--- src/rtl/charge_pkg.sv ---
// Shared definitions for the charge event tracker: class encodings, FSM states and
// the layout of the event code presented to the consumer.
package charge_pkg;

  localparam logic [1:0] CLS_NONE = 2'b00;
  localparam logic [1:0] CLS_LOW  = 2'b01;
  localparam logic [1:0] CLS_HIGH = 2'b10;
  localparam logic [1:0] CLS_BOTH = 2'b11;

  // Wide enough for the largest legal debounce length (15).
  localparam int unsigned DCNT_W = 4;

  typedef enum logic {
    ST_WAIT = 1'b0,
    ST_HOLD = 1'b1
  } evt_state_e;

  typedef struct packed {
    logic [1:0] prev_class;
    logic [1:0] new_class;
  } evt_code_t;

  function automatic evt_code_t make_code(logic [1:0] prev_class, logic [1:0] new_class);
    evt_code_t code;
    code.prev_class = prev_class;
    code.new_class  = new_class;
    return code;
  endfunction

endpackage

--- src/rtl/charge_debounce.sv ---
// Registers the detector class, requires DEBOUNCE identical samples before accepting
// it, and strobes accept for exactly one cycle per accepted class change.
module charge_debounce
  import charge_pkg::*;
#(
  parameter int unsigned DEBOUNCE = 4
) (
  input  logic       clk,
  input  logic       rst,
  input  logic [1:0] cls,
  output logic       accept,
  output logic [1:0] cand,
  output logic [1:0] stable_class
);

  localparam logic [DCNT_W-1:0] DMax = DCNT_W'(DEBOUNCE);

  logic [1:0]        samp_q;
  logic [1:0]        cand_q, cand_d;
  logic [DCNT_W-1:0] dcnt_q, dcnt_d;
  logic [1:0]        stable_q, stable_d;

  always_comb begin
    cand_d = cand_q;
    dcnt_d = dcnt_q;
    if (samp_q != cand_q) begin
      cand_d = samp_q;
      dcnt_d = DCNT_W'(1);
    end else if (dcnt_q < DMax) begin
      dcnt_d = dcnt_q + DCNT_W'(1);
    end
  end

  // Once accepted, cand equals stable_class, so the strobe cannot repeat.
  assign accept   = (dcnt_q == DMax) && (cand_q != stable_q);
  assign stable_d = accept ? cand_q : stable_q;

  always_ff @(posedge clk or posedge rst) begin
    if (rst) begin
      samp_q   <= CLS_NONE;
      cand_q   <= CLS_NONE;
      dcnt_q   <= '0;
      stable_q <= CLS_NONE;
    end else begin
      samp_q   <= cls;
      cand_q   <= cand_d;
      dcnt_q   <= dcnt_d;
      stable_q <= stable_d;
    end
  end

  assign cand         = cand_q;
  assign stable_class = stable_q;

endmodule

--- src/rtl/charge_event_tracker.sv ---
// Turns debounced charge-class changes into single-entry valid/ready events with a
// saturating event counter and a sticky overflow flag for dropped events.
module charge_event_tracker
  import charge_pkg::*;
#(
  parameter int unsigned DEBOUNCE = 4,
  parameter int unsigned CNT_W    = 8
) (
  input  logic             clk,
  input  logic             rst,
  input  logic             y0,
  input  logic             y1,
  input  logic             evt_ready,
  input  logic             clr_ovf,
  output logic             evt_valid,
  output logic [3:0]       evt_code,
  output logic [CNT_W-1:0] evt_count,
  output logic             overflow,
  output logic [1:0]       stable_class
);

  logic       accept;
  logic [1:0] cand;

  charge_debounce #(
    .DEBOUNCE(DEBOUNCE)
  ) u_debounce (
    .clk         (clk),
    .rst         (rst),
    .cls         ({y1, y0}),
    .accept      (accept),
    .cand        (cand),
    .stable_class(stable_class)
  );

  evt_state_e       state_q, state_d;
  evt_code_t        code_q, code_d;
  logic [CNT_W-1:0] cnt_q, cnt_d;
  logic             ovf_q, ovf_d;
  logic             load, drop;

  always_ff @(posedge clk or posedge rst) begin
    if (rst) begin
      state_q <= ST_WAIT;
    end else begin
      state_q <= state_d;
    end
  end

  always_comb begin
    state_d = state_q;
    unique case (state_q)
      ST_WAIT: if (accept) state_d = ST_HOLD;
      ST_HOLD: if (evt_ready && !accept) state_d = ST_WAIT;
    endcase
  end

  // A detection in HOLD is only kept when the held event leaves on the same edge.
  assign load = accept && ((state_q == ST_WAIT) || evt_ready);
  assign drop = accept && (state_q == ST_HOLD) && !evt_ready;

  always_comb begin
    code_d = load ? make_code(stable_class, cand) : code_q;
    cnt_d  = (accept && (cnt_q != '1)) ? cnt_q + CNT_W'(1) : cnt_q;
    ovf_d  = ovf_q;
    if (drop) begin
      ovf_d = 1'b1;
    end else if (clr_ovf) begin
      ovf_d = 1'b0;
    end
  end

  always_ff @(posedge clk or posedge rst) begin
    if (rst) begin
      code_q <= '0;
      cnt_q  <= '0;
      ovf_q  <= 1'b0;
    end else begin
      code_q <= code_d;
      cnt_q  <= cnt_d;
      ovf_q  <= ovf_d;
    end
  end

  always_comb begin
    evt_valid = (state_q == ST_HOLD);
    evt_code  = code_q;
    evt_count = cnt_q;
    overflow  = ovf_q;
  end

endmodule

--- config.mk ---
export PLATFORM = sky130hd
export DESIGN_NAME = charge_event_tracker
export DESIGN_NICKNAME = d
export VERILOG_FILES = /design/src/rtl/charge_pkg.sv /design/src/rtl/charge_debounce.sv /design/src/rtl/charge_event_tracker.sv
export SDC_FILE = /design/constraint.sdc
export NUM_CORES = 1
export LEC_CHECK = 0
export BUFFER_PORTS_ARGS = -buffer_cell sky130_fd_sc_hd__buf_2
export CAP_MARGIN = 30
export CELL_PAD_IN_SITES_DETAIL_PLACEMENT = 1
export CELL_PAD_IN_SITES_GLOBAL_PLACEMENT = 1
export CORE_ASPECT_RATIO = 1.75
export CORE_UTILIZATION = 37
export CTS_CLUSTER_DIAMETER = 150
export DETAILED_ROUTE_END_ITERATION = 7
export GPL_TIMING_DRIVEN = 1
export PLACE_DENSITY_LB_ADDON = 0.08
export REMOVE_ABC_BUFFERS = 1
export SYNTH_ARGS = -nofsm -noshare
export SYNTH_HDL_FRONTEND = slang
export SYNTH_SLANG_ARGS = --single-unit
--- constraint.sdc ---
create_clock -name clk -period 1.45 [get_ports clk]
set_input_delay 0.2175 -clock clk [delete_from_list [all_inputs] [get_ports clk]]
set_output_delay 0.2175 -clock clk [all_outputs]
set_load 0.02 [all_outputs]
==> impl_results.md <==
* Placed cell count at 152
* Post-route cell area at roughly 0.0016 sq mm
* Cts bufs inserted at 3
* CP startpoint kind: flip-flop
* FMAX at 601 MHz
* First-iteration detailed-routing DRC count at 9
* Initial antenna violation count at 0
* Area Growth Syn to Fin at 52.5%
* Top-count cell post-synth: dfrtp_1
* Cell taking the most area after synthesis: dfrtp_1
* CP peak stage delay at about 0.39 ns
* Worst slew pin tran at 0.362 ns
* CTS H-tree depth at 1
* Final Critical Period at roughly 1.7 ns
* Number of synthesized flops with an enable pin at 0
* Fillers at about 300
* Share of layout cells above drive strength 1 at 0.522
* Drt pass-1 iters at 3
* Ys flop type: dfrtp_1
* Crit share post-route at 1.15
* Fin nets at roughly 150
* CP Cell Sequence: inv_1 > ha_1 > nand3b_1 > a21o_4 > and2b_4 > mux2_4
* Setup violators final at 13
* Worst EP arrival at between 1.5 and 2 ns
* P_leak at roughly 0.82 nW
* Deepest clock path buffer count at 2
* CTS tree: done
* Tightest Hold Check Type: in -> reg
* Failing checks: setup timing
* Worst IR Drop VDD at 709 uV
* Post-Synthesis Cells at 86
* RSZ-0062 raised after global routing: yes
* Post-synthesis sequential area ratio at 0.580
* Clock skew at 0.00291 ns
* Post-synthesis cell type count at 26
* Hold slack at roughly 0.064 ns
* Grt ovf at 0
* Async S/R FF share, synth at 1.00
* First-pass GRT wire length at approximately 4200 um
* Post-route ant nets at 0
* Slowest stage cell, crit path: dfrtp_1
* Initial Util at 0.385
* Total core area at 0.00269 sq mm
* Final-report hold violation count at 0
* Placed inst area at 0.00133 sq mm
* IO Pins at 22
* Routed WL at around 2600 um
* Pwr dens at 1100 mW/mm^2
* Post-Syn Area at 0.00104 sq mm
* Post-synth top cells: dfrtp_1, inv_1, mux2_2, nand2_1
* Clk pin slew, worst setup/hold paths at around 0.080 ns
* HPWL after detailed placement at between 1500 and 2000 um
* Port buffer count at 21
* Wirelength per Cell at between 15 and 20 um
* Die area at between 0.003 and 0.004 sq mm
* Max Cap Viol at 0
* Slew Limit Fails at 0
* Final Power at 1.74 mW
* Root Buffer: clkbuf_8
* # rows at 25
* Clk_lat worst skew at around 0.26 ns
* Rel. slew slack at 0.758
* Post-Layout Cell Count at roughly 170
* Setup CP Type: reg -> reg
* DRC viols at 0
* Final worst slack at -0.213 ns
* Routed vias at ~810
* Top cells by area, synth: dfrtp_1, mux2_2, xnor2_1
* #FFs+latches synth at 24
* Status: complete, but fails checks
* Antenna cells at 0
* Avg Cell Area, Syn at 12.0 sq um
* Setup TNS at -1.70 ns
* Max FO, Critical Path at 4
* Clock Sinks at 24
* CP Capture Type: flip-flop
* Overall Global Routing Usage at 0.189
* Vias in the first global route at ~950
* Yosys warning total at 0
* Drt via density at approximately 5
* Fin util at 0.587
* Yosys top cell area share at 0.580
* Die height at 72 um
* Worst endpoint required time at between 1.5 and 2 ns
* Final GP Congestion at a little under 0.8
* Largest net degree at the start of global routing at 25
* Placement Setup Slack at -0.241 ns
* Die width at ~42 um
[flip-flops by register name (all words and copies together) (netlist names)]
signal	cells
u_debounce.stable_class	2
overflow	1
evt_valid	1
u_debounce.dcnt_q	4
u_debounce.samp_q	2
evt_code	4
u_debounce.cand	2
evt_count	8
[cell type report]
class	count	area, sq um	area share
Clock inverter	1	30.0	0.0190
Sequential cell	24	601	0.380
Inverter	7	26.3	0.0166
Timing Repair Buffer	51	345	0.219
Multi-Input combinational cell	52	503	0.318
Clock buffer	3	41.3	0.0261
Tap cell	27	33.8	0.0214
[layout by cell type, fill, tap and decap left out, types with 2 or more instances in the layout]
master	instances
a21oi_1	2
nor4_4	3
mux2_2	2
inv_1	7
ha_1	3
nand3_1	3
xnor2_1	5
mux2_4	5
buf_4	28
clkbuf_8	3
xor2_1	5
buf_2	21
nor3_4	2
dfrtp_1	24
nand2_1	5
nor2_1	4
[worst max-delay path: cells and delay by family (launching register included)]
| kind | cells | cell delay, ns |
|---|---|---|
| compound gates | 1 | 0.23 |
| flops | 1 | 0.39 |
| fa+ha+maj | 1 | 0.13 |
| simple gates | 2 | 0.42 |
| mux | 1 | 0.30 |
| buf+inv | 1 | 0.06 |
[final timing paths]
check	start	cells after the start	slack (ns)	end
worst max-delay path	u_debounce.dcnt_q[1]	6	-0.21	evt_code[3]
worst min-delay path	y1	1	0.06	u_debounce.samp_q[1]
worst max register to register	u_debounce.dcnt_q[1]	6	-0.21	evt_code[3]
worst min register to register	u_debounce.samp_q[1]	0	0.41	u_debounce.cand[1]
max in group asynchronous	rst	4	0.62	u_debounce.stable_class[0]
min in group asynchronous	rst	4	0.58	evt_count[6]
[cell families after synthesis]
kind of cell               synth area share
and+or+nand+nor                       0.129
DFF                                   0.580
xor gates and xnor gates             0.0845
buffers and inverters                0.0435
AOI/OAI and AO/OA                    0.0507
muxes                                0.0761
adders and majority gates            0.0362
[routing by layer]
metal / wire length [um] / global-route usage / up-vias
met5: 0 / 0 / -
met4: 49 / 0.100 / 0
met3: 57 / 0.0274 / 4
met2: 1610 / 0.373 / 13
met1: 893 / 0.180 / 407
li1: - / - / 389
[what timing repair did]
action,4_1_cts,5_1_grt
gates resized for setup,18,3
hold buffers,1,0
endpoints found under the setup margin,12,14
pin swaps,9,6
setup buffers,6,2
endpoints found under the hold margin,24,0
[power breakdown]
group / switching (mW) / internal (mW)
Sequential: 0.0422 / 0.735
Clock: 0.208 / 0.369
Combinational: 0.193 / 0.197
Total: 0.443 / 1.30
No activity file was read; power rests on OpenSTA's default activity.
